===== config.mk =====
export PLATFORM = sky130hd
export DESIGN_NAME = pkt_stream_sched
export DESIGN_NICKNAME = d
export VERILOG_FILES = /design/src/rtl/pkt_stream_sched.sv
export SDC_FILE = /design/constraint.sdc
export NUM_CORES = 1
export LEC_CHECK = 0
export CORE_MARGIN = 5
export CORE_UTILIZATION = 55
export CTS_CLUSTER_DIAMETER = 120
export DETAILED_ROUTE_END_ITERATION = 12
export DONT_BUFFER_PORTS = 1
export GPL_ROUTABILITY_DRIVEN = 0
export PLACE_DENSITY = 0.7
export SKIP_LAST_GASP = 1
export SYNTH_ARGS = -nofsm -noshare
export SYNTH_HDL_FRONTEND = slang
export SYNTH_SLANG_ARGS = --single-unit

===== constraint.sdc =====
create_clock -name clk -period 3.69 [get_ports clk]
set_clock_uncertainty 0.2 [all_clocks]
set_input_delay 0.738 -clock clk [delete_from_list [all_inputs] [get_ports clk]]
set_output_delay 0.738 -clock clk [all_outputs]
set_load 0.03 [all_outputs]

===== src/rtl/pkt_stream_sched.sv =====
// pkt_stream_sched: shares one packet datapath between NUM_SRC AXI-stream
// sources. Arbitration happens only on packet boundaries; the granted
// source's {k, len} config is latched at grant and held for the whole packet.
// Packets longer than len are cut at len beats and the remainder is drained.
// Optional build macro PKT_SCHED_STRICT_PRIO_EN selects fixed lowest-index
// priority instead of round-robin.
module pkt_stream_sched #(
   parameter int DATA_WIDTH = 8,
   parameter int NUM_SRC    = 4,
   parameter int SEL_W      = $clog2(NUM_SRC)
) (
   input  logic                          clk,
   input  logic                          rst,
   input  logic [NUM_SRC*DATA_WIDTH-1:0] s_axis_tdata,
   input  logic [NUM_SRC-1:0]            s_axis_tvalid,
   input  logic [NUM_SRC-1:0]            s_axis_tlast,
   output logic [NUM_SRC-1:0]            s_axis_tready,
   input  logic                          cfg_wr_en,
   input  logic [SEL_W-1:0]              cfg_wr_sel,
   input  logic [2*DATA_WIDTH-1:0]       cfg_wr_data,
   output logic [DATA_WIDTH-1:0]         m_axis_tdata,
   output logic                          m_axis_tvalid,
   output logic                          m_axis_tlast,
   input  logic                          m_axis_tready,
   output logic [2*DATA_WIDTH-1:0]       packet_config,
   output logic [SEL_W-1:0]              grant_id,
   output logic                          busy,
   output logic [NUM_SRC-1:0]            len_err
);

   typedef enum logic [1:0] {
      IDLE = 2'd0,
      PASS = 2'd1,
      DROP = 2'd2
   } state_t;

   localparam logic [DATA_WIDTH-1:0] CNT_MAX = {DATA_WIDTH{1'b1}};

   state_t                    state_q, state_d;
   logic [2*DATA_WIDTH-1:0]   cfg_q [NUM_SRC];
   logic [2*DATA_WIDTH-1:0]   pcfg_q;
   logic [SEL_W-1:0]          grant_q;
   logic [SEL_W-1:0]          last_q;
   logic [NUM_SRC-1:0]        len_err_q, len_err_d;
   logic [DATA_WIDTH-1:0]     beat_cnt_q;

   logic [SEL_W-1:0]          pick;
   logic                      any_req;
   logic [DATA_WIDTH-1:0]     g_data;
   logic                      g_valid;
   logic                      g_last;
   logic [DATA_WIDTH-1:0]     pkt_len;
   logic                      force_last;
   logic                      accept;
   logic                      set_err;
   logic                      grant_now;
   logic                      wr_ok;

   // Granted source's stream, muxed with zero added latency.
   assign g_data  = s_axis_tdata[int'(grant_q)*DATA_WIDTH +: DATA_WIDTH];
   assign g_valid = s_axis_tvalid[grant_q];
   assign g_last  = s_axis_tlast[grant_q];

   // len==0 disables the limit; otherwise the len-th beat is forced to be last.
   assign pkt_len    = pcfg_q[DATA_WIDTH-1:0];
   assign force_last = (pkt_len != '0) && (beat_cnt_q == pkt_len - 1'b1);

   assign accept    = (state_q == PASS) && g_valid && m_axis_tready;
   assign set_err   = accept && !g_last && force_last;
   assign grant_now = (state_q == IDLE) && any_req;
   assign wr_ok     = cfg_wr_en && (int'(cfg_wr_sel) < NUM_SRC);

`ifdef PKT_SCHED_STRICT_PRIO_EN
   // Fixed priority: lowest-index requester wins.
   always_comb begin
      pick    = '0;
      any_req = 1'b0;
      for (int i = 0; i < NUM_SRC; i++) begin
         if (!any_req && s_axis_tvalid[i]) begin
            any_req = 1'b1;
            pick    = SEL_W'(i);
         end
      end
   end
`else
   // Round-robin: first requester after the previous grant, wrapping.
   always_comb begin
      int idx;
      pick    = '0;
      any_req = 1'b0;
      idx     = 0;
      for (int k = 1; k <= NUM_SRC; k++) begin
         idx = int'(last_q) + k;
         if (idx >= NUM_SRC) idx = idx - NUM_SRC;
         if (!any_req && s_axis_tvalid[idx]) begin
            any_req = 1'b1;
            pick    = SEL_W'(idx);
         end
      end
   end
`endif

   // FSM state register.
   always_ff @(posedge clk or posedge rst) begin
      if (rst) state_q <= IDLE;
      else     state_q <= state_d;
   end

   // FSM next-state: grant in IDLE, leave PASS on source or forced tlast,
   // leave DROP once the source's own tlast has been drained.
   always_comb begin
      state_d = state_q;
      case (state_q)
         IDLE: if (any_req) state_d = PASS;
         PASS: begin
            if (accept) begin
               if (g_last)          state_d = IDLE;
               else if (force_last) state_d = DROP;
            end
         end
         DROP: if (g_valid && g_last) state_d = IDLE;
         default: state_d = IDLE;
      endcase
   end

   // FSM outputs: only the granted source ever sees tready.
   always_comb begin
      s_axis_tready = '0;
      m_axis_tdata  = '0;
      m_axis_tvalid = 1'b0;
      m_axis_tlast  = 1'b0;
      case (state_q)
         PASS: begin
            m_axis_tdata           = g_data;
            m_axis_tvalid          = g_valid;
            m_axis_tlast           = g_last | force_last;
            s_axis_tready[grant_q] = m_axis_tready;
         end
         DROP: s_axis_tready[grant_q] = 1'b1;
         default: ;
      endcase
   end

   // Sticky truncation flags: a config write clears, a truncation sets,
   // and the set takes precedence when both hit the same source.
   always_comb begin
      len_err_d = len_err_q;
      if (wr_ok)   len_err_d[cfg_wr_sel] = 1'b0;
      if (set_err) len_err_d[grant_q]    = 1'b1;
   end

   // Grant bookkeeping, per-packet config latch, beat counter, config file.
   always_ff @(posedge clk or posedge rst) begin
      if (rst) begin
         for (int i = 0; i < NUM_SRC; i++) cfg_q[i] <= '0;
         pcfg_q     <= '0;
         grant_q    <= '0;
         last_q     <= SEL_W'(NUM_SRC - 1);
         len_err_q  <= '0;
         beat_cnt_q <= '0;
      end else begin
         len_err_q <= len_err_d;
         // pcfg_q samples the pre-write config, so a same-cycle write to the
         // picked source only shows at its next grant.
         if (grant_now) begin
            grant_q    <= pick;
            last_q     <= pick;
            pcfg_q     <= cfg_q[pick];
            beat_cnt_q <= '0;
         end else if (accept && beat_cnt_q != CNT_MAX) begin
            beat_cnt_q <= beat_cnt_q + 1'b1;
         end
         if (wr_ok) cfg_q[cfg_wr_sel] <= cfg_wr_data;
      end
   end

   assign packet_config = pcfg_q;
   assign grant_id      = grant_q;
   assign busy          = (state_q != IDLE);
   assign len_err       = len_err_q;

endmodule


==> results.py <==
metrics = {
    "setup_path": {
        "reg2regPathDepth": 6,
        "cpMostUsedCell": "a21oi_1",
        "criticalPathCategory": "flip-flop to output pin",
        "slowest_delay_ps": 520,
        "crit_path_start_kind": "flip-flop",
        "worstPathMaxFanout": 6,
        "reg2reg_to": "state_q[0]",
        "rrSetupSlack_ps": 930,
        "slowest_stage": "dfrtp_2",
        "crit_path_cell_trace": "or4_4 -> or4b_1 -> a21oi_1 -> o311a_2 -> a21oi_1 -> nor2b_1 -> buf_4",
        "cp.arrival_ps": 2580,
        "cp-end-kind": "output pin",
        "crit_required_ps": 2750,
        "r2r_start": "grant_id[1]",
    },
    "run": {
        "maxCapViolations": 0,
    },
    "detailed_routing": {
        "dr.pass1.iters": 4,
        "vias": 3158,
        "post_drt_wl_per_cell_microns": 20.00,
        "drc": 0,
        "wl_microns": 10340,
        "avgViaCountPerCell": 6.108,
        "ant_nets": 0,
        "drt_iter0_markers": 117,
    },
    "floorplanning": {
        "core_area_sq_um": 9109,
        "start_util_pct": 55.59,
        "fp.dieH_microns": 106.0,
        "core.rowCount": 35,
        "dieArea_sq_um": 11230,
        "die_w_microns": 106.0,
        "io_pins": 99,
    },
    "sta": {
        "fmax_ghz": 0.2841,
        "slew_violations": 0,
        "worst_pin_slew_ps": 859.8,
        "setup_violations": 0,
        "rsz0062_at_grt": "false",
        "finalCriticalPeriod_ps": 3520,
        "hold_viol": 0,
        "min_period_over_period_pct": 95.39,
        "slew_headroom_pct": 42.68,
        "setup_tns_ps": 0,
    },
    "clocking": {
        "post_cts_buffers": 0,
        "path_clk_slew_ps": 110,
        "cts_buffers": 9,
        "hold_buffers": 0,
        "clk_path_buf_depth": 2,
        "cts.sinks": 98,
        "htree_levels": 3,
        "root_buffer": "clkbuf_8",
        "cts_tree": "yes",
        "worstSkewPairLatency_ps": 360,
        "cts_resized": 1,
    },
    "pwr": {
        "ir_drop_uv": 346.1,
        "power_density_nw_per_um2": 750.3,
        "p_leak_nw": 2.385,
    },
    "synthesis": {
        "synth-seq-cells": 98,
        "synth_area_sq_um": 5064,
        "synth_top_area_cell": "dfrtp_1",
        "ys_warn_count": 0,
        "synth_edf_count": 0,
        "synth_common_cells": "96 x dfrtp_1, 84 x mux2_2, 50 x mux2i_1, 19 x nor2_1, 12 x nand2_1",
        "yosysUniqueCellTypes": 47,
        "synth_area_leaders": "dfrtp_1 47%, mux2_2 19%, mux2i_1 9.9%, mux4_2 4.4%, ha_1 1.7%",
        "synth_top_area_share_pct": 47.44,
        "ys.flop_type": "dfrtp_1",
        "async_flop_share_pct": 100.0,
        "syn_inst": 393,
        "synth.avg_cell_area_sq_um": 12.88,
        "yosysSeqAreaShare_pct": 48.48,
        "yosysMostFrequentCell": "dfrtp_1",
        "synth_nets": 462,
    },
    "final_layout": {
        "syn_to_final_growth_pct": 8.179,
        "drive_gt1_share_pct": 34.73,
        "nets": 470,
        "diodes": 0,
        "stdcell_area_sq_um": 5478,
        "n_fill_cell": 746,
    },
    "placed_design": {
        "numPortBuffers": 0,
        "dpl.hpwl_microns": 7517,
        "dpl_cell_area_sq_um": 5289,
    },
    "global_routing": {
        "grt_max_degree": 55,
        "grt_pass1_wl_microns": 16970,
        "overflow": 0,
        "antenna_found_initial": 0,
        "first_global_vias": 3290,
        "grt_usage_pct": 19.31,
    },
    "worst_hold_path": {
        "hold_class": "primary input to asynchronous set/reset pin",
    },
    "run_status": {
        "run_status": "completed",
    },
}
worst max path at each step:
stage                           startpoint            end  slack [ps]
after floorplan                        rst  beat_cnt_q[0]         190
after CTS                 packet_config[5]   m_axis_tlast          80
after global routing      packet_config[1]   m_axis_tlast           1
after detailed placement  packet_config[1]   m_axis_tlast         420
after global placement    packet_config[5]   m_axis_tlast         570
final                     packet_config[5]   m_axis_tlast         170
cell usage in the layout (no fill, tap or decap), types with 3 or more instances in the layout:
master and count:
nand2_1 12, o21ai_0 9, buf_4 15, nor2_1 18, mux4_2 10, clkbuf_8 9, mux2i_1 50, nor2b_1 3
and2_1 10, mux2_2 84, nand2b_1 3, ha_1 7, dfrtp_1 95, nand3_1 9, inv_6 4, a21oi_1 5
xnor2_1 7, xor2_1 8, inv_1 7
kinds of logic (layout without fill, tap and decap cells):
logic type	count (synthesis)	in the layout	synth area share [%]
xor+xnor	15	15	2.595
flops	98	98	48.48
compound gates	28	28	3.929
simple gates	73	73	7.734
mux	145	145	33.23
fa+ha+maj	7	7	1.730
buf+inv	27	40	2.298
power breakdown:
group | internal, mW | leakage, nW | switching (mW)
Clock | 0.256 | 0.0950 | 0.387
Combinational | 0.821 | 1.11 | 0.938
Sequential | 1.34 | 1.18 | 0.364
Total | 2.42 | 2.39 | 1.69
flip-flops by register name, indices dropped and copies added (netlist names):
register	count
packet_config	16
last_q	2
len_err	4
state_q	2
beat_cnt_q	8
grant_id	2
cfg_q	64
final cells by class:
cell class,count,area (sq um),share of cell area (%)
timing repair buffer,16,132.6,2.421
inverter,8,32.53,0.5939
sequential,98,2456,44.84
tap,111,138.9,2.535
multi-input combinational,268,2536,46.30
clock buffer,9,123.9,2.261
clock inverter,7,57.56,1.051
metal layers:
metal | GRT usage [%] | wire (microns) | up-vias
met1 | 25.22 | 4437 | 1592
met4 | 6.105 | 147 | 0
met3 | 5.343 | 824 | 13
li1 | - | - | 1444
met2 | 31.42 | 4931 | 109
met5 | 0 | 0 | -
metrics by stage:
step	utilization [%]	std cells	setup slack [ps]	power [mW]	hold WS (ps)
floorplan	-	393	193.2	3.100	278.7
global placement	58.06	501	572.8	3.452	285.4
detailed placement	58.06	501	421.2	3.499	292.8
CTS	60.11	517	82.07	4.152	156.5
global route	60.14	517	1.280	4.373	192.7
finish	60.14	517	170.1	4.110	141.6
critical path: cells and delay by family, from the launching register on:
kind / cells / cell delay, ps
simple gates: 3 / 1080
buf+inv: 1 / 170
compound gates: 3 / 460
flops: 1 / 520
(Power assumes the default switching activity.)
==> edit 1, RTL diff (same flow settings) <==
Add an input register stage for `cfg_wr_en`, `cfg_wr_sel` and `cfg_wr_data`, with the module's reset; this delays them by one clock. The other inputs are not delayed to match.
--- a/src/rtl/pkt_stream_sched.sv
+++ b/src/rtl/pkt_stream_sched.sv
@@ -36,6 +36,22 @@
 
    localparam logic [DATA_WIDTH-1:0] CNT_MAX = {DATA_WIDTH{1'b1}};
 
+   logic cfg_wr_en_q;
+   logic [SEL_W-1:0] cfg_wr_sel_q;
+   logic [2*DATA_WIDTH-1:0] cfg_wr_data_q;
+
+   always_ff @(posedge clk or posedge rst) begin
+      if (rst) begin
+         cfg_wr_en_q   <= '0;
+         cfg_wr_sel_q  <= '0;
+         cfg_wr_data_q <= '0;
+      end else begin
+         cfg_wr_en_q   <= cfg_wr_en;
+         cfg_wr_sel_q  <= cfg_wr_sel;
+         cfg_wr_data_q <= cfg_wr_data;
+      end
+   end
+
    state_t                    state_q, state_d;
    logic [2*DATA_WIDTH-1:0]   cfg_q [NUM_SRC];
    logic [2*DATA_WIDTH-1:0]   pcfg_q;
@@ -68,7 +84,7 @@
    assign accept    = (state_q == PASS) && g_valid && m_axis_tready;
    assign set_err   = accept && !g_last && force_last;
    assign grant_now = (state_q == IDLE) && any_req;
-   assign wr_ok     = cfg_wr_en && (int'(cfg_wr_sel) < NUM_SRC);
+   assign wr_ok     = cfg_wr_en_q && (int'(cfg_wr_sel_q) < NUM_SRC);
 
 `ifdef PKT_SCHED_STRICT_PRIO_EN
    // Fixed priority: lowest-index requester wins.
@@ -145,7 +161,7 @@
    // and the set takes precedence when both hit the same source.
    always_comb begin
       len_err_d = len_err_q;
-      if (wr_ok)   len_err_d[cfg_wr_sel] = 1'b0;
+      if (wr_ok)   len_err_d[cfg_wr_sel_q] = 1'b0;
       if (set_err) len_err_d[grant_q]    = 1'b1;
    end
 
@@ -170,7 +186,7 @@
          end else if (accept && beat_cnt_q != CNT_MAX) begin
             beat_cnt_q <= beat_cnt_q + 1'b1;
          end
-         if (wr_ok) cfg_q[cfg_wr_sel] <= cfg_wr_data;
+         if (wr_ok) cfg_q[cfg_wr_sel_q] <= cfg_wr_data_q;
       end
    end
 
Check against the original RTL: not equivalent (Yosys sat finds a counterexample within 4 cycles, from zero or initial values and one cycle with rst high).
==> edit 1 against the unedited design <==
  * The run now ends with hold timing left
  * Total power is 34% higher
  * Setup slack worse by 51 ps
  * Routed wire length is 6.5% higher
  * Cell area is 19% higher
  * Sequential cell count is 19 higher
  * Non-clock buffer count is 2 lower
  * Synthesized area is 11% higher
  * Largest cell class is now flip-flops and latches
  * Largest power group is now sequential cells
  * Highest routed layer is now met5
==> edit 1: results (changes against the unedited design) <==
The initial antenna violation count is 1 (was 0). The data arrival at the endpoint of the critical path was 2630 ps (was 2580 ps); the worst hold slack was -4.10 ps (was 142 ps). The logs give 40 (was 55) for the largest net degree at the start of global routing and 50 (was 47) for the distinct cell type count after synthesis. The run finished, with violations left. Insertion delay of the later-clocked pin in the worst-skew pair: 500 ps (was 360 ps). Setup slack of the most critical reg-to-reg path: 990 ps (was 930 ps).

Slew at the pin closest to its max-slew limit: 1080 ps (was 860 ps). Depth of the CTS H-tree: 4 (was 3). The design internal power came out at 0.00353 W (was 0.00242 W). The ratio of cells with drive above 1 in the final layout came out at 34.7% (about the same). The highest ir drop seen on vdd is 0.394 mV (was 0.346 mV).

For the number of buffers created by CTS, the log shows 17 (was 9). For the total count of hold-check failures in the final report, the log shows 1 (was 0). The tools report the leakage dissipation as 2.80 nW (was 2.39 nW). Initial DRC count: 236 (was 117).

The checks that failed: hold timing. Synth top area cells: dfrtp_1 51%, mux2_2 16%, mux2i_1 9.1% (was dfrtp_1 47%, mux2_2 19%, mux2i_1 9.9%). The tools report the startpoint of the worst-slack reg-to-reg timing path as last_q[1] (was grant_id[1]). The clock slew seen by the registers of the worst setup and hold paths is 60 ps (was 110 ps), and the post-layout net count is 509 (was 470). The global router's overall resource usage came out at 18.8% (was 19.3%). The half-perimeter wire length after detailed placement is 7690 um (was 7520 um). For the global-route wire length before repair, the log shows 18,700 um (was 17,000 um). The run gives 3,368 (was 3,158) as the via count. Reg-to-reg endpoint: packet_config[2] (was state_q[0]).

The number of fillers in the final layout is 742 (was 746), and the synthesized netlist net count is 496 (was 462). The part of the Yosys area used for sequential elements was 52.0% (was 48.5%); the number of setup violations in the final report was 0 (unchanged).
[edit 1: logic make-up (layout without fill, tap and decap cells)]
| family | Yosys count | after routing | share of synthesized area, % |
|---|---|---|---|
| multiplexers | 143 | 143 | 29.4 |
| flip-flops | 117 | 117 | 52.0 |
| AND/OR/NAND/NOR | 80 | 80 | 7.70 |
| AO/OA/AOI/OAI | 34 | 34 | 4.64 |
| buffers and inverters | 32 | 58 | 2.49 |
| XOR/XNOR | 14 | 14 | 2.18 |
| adder cells (fa/ha/maj) | 7 | 7 | 1.55 |
[edit 1: layout make-up]
type	count	share of cell area, %
clock buffer	19	6.64
clock inverter	13	3.00
inverter	12	0.750
multi-input combinational	278	40.1
sequential	117	45.1
tap	136	2.62
timing repair buffer	14	1.81
[edit 1: power by group through the flow]
stage / Clock (W) / Combinational (W) / Sequential (W)
after detailed placement: 0 / 0.00180 / 0.00199
after floorplan: 0 / 0.00147 / 0.00194
after global routing: 0.00183 / 0.00197 / 0.00201
final: 0.00172 / 0.00182 / 0.00197
after global placement: 0 / 0.00177 / 0.00197
after CTS: 0.00175 / 0.00181 / 0.00197
[edit 1: per-stage QoR]
| step | power (W) | std cells | cell area [um2] | hold slack (ps) |
|---|---|---|---|---|
| 2_1_floorplan | 0.00341 | 427 | 5640 | 279 |
| 3_3_place_gp | 0.00374 | 557 | 5860 | 286 |
| 3_5_place_dp | 0.00379 | 557 | 5860 | 293 |
| 4_1_cts | 0.00553 | 589 | 6490 | 7.46 |
| 5_1_grt | 0.00581 | 589 | 6500 | 28.1 |
| 6_report | 0.00551 | 589 | 6500 | -4.10 |
[edit 1: what timing repair did]
| action | in CTS | in global routing |
|---|---|---|
| resized for setup | 1 | 4 |
| cloned | 0 | 0 |
| buffers inserted | 0 | 0 |
| endpoints found under the setup margin | 1 | 1 |
| hold buffers | 0 | 0 |
| pin swaps | 1 | 1 |
[edit 1: how the worst max path moves through the flow]
stage               slack (ps)              from           end  cells after the start
floorplan                  140  packet_config[0]  m_axis_tlast                      8
global placement           560  packet_config[0]  m_axis_tlast                      9
detailed placement         500  packet_config[2]  m_axis_tlast                      7
CTS                         30  packet_config[1]  m_axis_tlast                      9
global route                -1  packet_config[2]  m_axis_tlast                      7
finish                     120  packet_config[1]  m_axis_tlast                      9
[edit 1: critical path: stages (launching register included)]
cell	delay [ps]
dfrtp_1	380
inv_1	140
ha_4	190
and2_1	170
or3b_2	450
a21boi_0	210
a211o_1	190
a31oi_1	120
nor2b_1	130
buf_4	160
[edit 1: layer usage]
| metal | GRT usage [%] | wire length [um] | vias up |
|---|---|---|---|
| li1 | - | - | 1564 |
| met1 | 26.9 | 5120 | 1713 |
| met2 | 28.5 | 5270 | 73 |
| met3 | 4.59 | 495 | 16 |
| met4 | 5.92 | 122 | 2 |
| met5 | 0 | 13 | - |
==> edit 2, RTL diff (same settings) <==
Made on the original files. Build with the macro `PKT_SCHED_STRICT_PRIO_EN` defined.
--- a/src/rtl/pkt_stream_sched.sv
+++ b/src/rtl/pkt_stream_sched.sv
@@ -4,6 +4,8 @@
 // Packets longer than len are cut at len beats and the remainder is drained.
 // Optional build macro PKT_SCHED_STRICT_PRIO_EN selects fixed lowest-index
 // priority instead of round-robin.
+`define PKT_SCHED_STRICT_PRIO_EN
+
 module pkt_stream_sched #(
    parameter int DATA_WIDTH = 8,
    parameter int NUM_SRC    = 4,
Check against the original RTL: not equivalent (a bounded check fails within 4 cycles, from zero or initial values and one cycle with rst high).
==> edit 2 against the unedited design <==
  * Count of clock-buffer cells in the layout unchanged
  * Synthesized area decreased by 5.8%
  * Routed wire length decreased by 2.3%
  * Setup slack got worse by 14 ps
  * First-iteration DRC count decreased by 22%
  * Clock power increased by 27%
  * Total power decreased by 9.5%
  * Cell area decreased by 4.7%
  * Sequential share of layout area increased by 1.2 points
  * Sequential cell count decreased by 2
  * Largest cell class is now flip-flops and latches
==> edit 2: results (changes against the unedited design) <==
The run finished with clean final reports. The initial DRC count was 91 (was 117). The logs give 16,000 um (was 17,000 um) for the global-route wire length before repair and 47 (unchanged) for the distinct cell type count after synthesis. The insertion delay of the later-clocked pin in the worst-skew pair is 360 ps (about the same), and the leakage dissipation is 2.23 nW (was 2.39 nW). Cell class contributing the biggest share of worst-path delay: simple AND/OR/NAND/NOR gates (unchanged). Worst setup path startpoint: packet_config[1] (was packet_config[5]). The run gives 10,100 um (was 10,300 um) as the wire length after detailed routing. The largest fanout of any net on the critical path works out to 5 (was 6). The ratio of cells with drive above 1 in the final layout works out to 33.1% (was 34.7%). The post-synthesis instance total was 376 (was 393).

Part of the Yosys area used for sequential elements: 50.4% (was 48.5%). The data arrival at the endpoint of the critical path came out at 2600 ps (was 2580 ps). Leading post-synthesis cells by instance count: 96 x dfrtp_1, 64 x mux2_2, 55 x nand2_1 (was 96 x dfrtp_1, 84 x mux2_2, 50 x mux2i_1). The via count is 3,018 (was 3,158). The tools report the largest net degree at the start of global routing as 61 (was 55). The run gives 3,119 (was 3,290) as the number of global-route vias before repair.

The synthesized netlist net count was 443 (was 462); the post-layout net count was 452 (was 470). The tools report the number of resized instances in the post-cts repair step as 0 (was 1). The class of the tightest hold or removal check was primary input to asynchronous set/reset pin (unchanged). The cell count of the worst reg-to-reg path came out at 6 (unchanged). The cell total after placement was 482 (was 501); the count of port buffers added during placement was 0 (unchanged).

The tools report the startpoint of the worst-slack reg-to-reg timing path as grant_id[0] (was grant_id[1]). The slew at the pin closest to its max-slew limit works out to 968 ps (was 860 ps). Synth top area cells: dfrtp_1 50%, mux2_2 15%, mux4_2 12% (was dfrtp_1 47%, mux2_2 19%, mux2i_1 9.9%).

Highest ir drop seen on vdd: 0.268 mV (was 0.346 mV). The destination of the critical timing path was m_axis_tlast (unchanged). The proportion of synthesized flip-flops having asynchronous set or reset works out to 100% (unchanged). For the number of fillers in the final layout, the log shows 692 (was 746). The tools report the setup slack of the most critical reg-to-reg path as 860 ps (was 930 ps). The half-perimeter wire length after detailed placement was 7150 um (was 7520 um); the number of standard cells in the final layout excluding fillers was 498 (was 517). Global router's overall resource usage: 19.7% (was 19.3%).

Initial antenna violation count: 0 (unchanged). The tools report the reg-to-reg endpoint as beat_cnt_q[5] (was state_q[0]).
==> edit 2: changes by cell type after synthesis, moves of 4 or more <==
cell / unedited run / this run
mux2i_1: 50 / 1
buf_2: 6 / 1
mux2_2: 84 / 64
mux4_2: 10 / 26
nand2b_1: 3 / 7
nand2_1: 12 / 55
nand3_1: 9 / 2
==> edit 2: cell families (layout without fill, tap and decap cells) <==
| family | count (synthesis) | count (layout) | share of synthesized area (%) |
|---|---|---|---|
| adders and majority gates | 5 | 5 | 1.31 |
| DFF | 96 | 96 | 50.4 |
| xor gates and xnor gates | 13 | 13 | 2.39 |
| muxes | 91 | 91 | 27.6 |
| AOI/OAI and AO/OA | 31 | 31 | 4.62 |
| buffers and inverters | 26 | 40 | 2.07 |
| and+or+nand+nor | 114 | 114 | 11.7 |
==> edit 2: cell type report <==
class	instances	area share (%)
clock buffer	9	2.37
clock inverter	7	2.28
inverter	11	0.815
multi-input combinational	254	43.8
sequential	96	46.1
tap	108	2.59
timing repair buffer	13	2.11
==> edit 2: power by group <==
part | switching [W] | leakage [nW] | internal, W
clock | 0.000368 | 0.116 | 0.000451
combinational | 0.000719 | 0.938 | 0.000551
sequential | 0.000341 | 1.17 | 0.00129
total | 0.00143 | 2.23 | 0.00229
==> edit 2: how the worst min path moves through the flow <==
stage	start	end	slack (ps)
6_report	rst	len_err[0]	120
5_1_grt	rst	packet_config[15]	170
3_5_place_dp	cfg_q[13]	cfg_q[13]	290
4_1_cts	rst	len_err[0]	150
2_1_floorplan	cfg_q[23]	cfg_q[23]	270
3_3_place_gp	cfg_q[14]	cfg_q[14]	280
==> edit 2: metrics by stage <==
| stage | worst slack [ps] | cell area [um2] |
|---|---|---|
| detailed placement | 460 | 4980 |
| global placement | 492 | 4980 |
| CTS | 63.9 | 5220 |
| floorplan | 247 | 4770 |
| global route | 19.8 | 5220 |
| finish | 156 | 5220 |
==> edit 2: layer usage <==
metal	wire [um]	share of wire [%]	track usage, %
met5	0	0	0
met4	119	1.2	6.57
met3	640	6.3	4.60
met2	5180	51	31.7
met1	4160	41	26.6
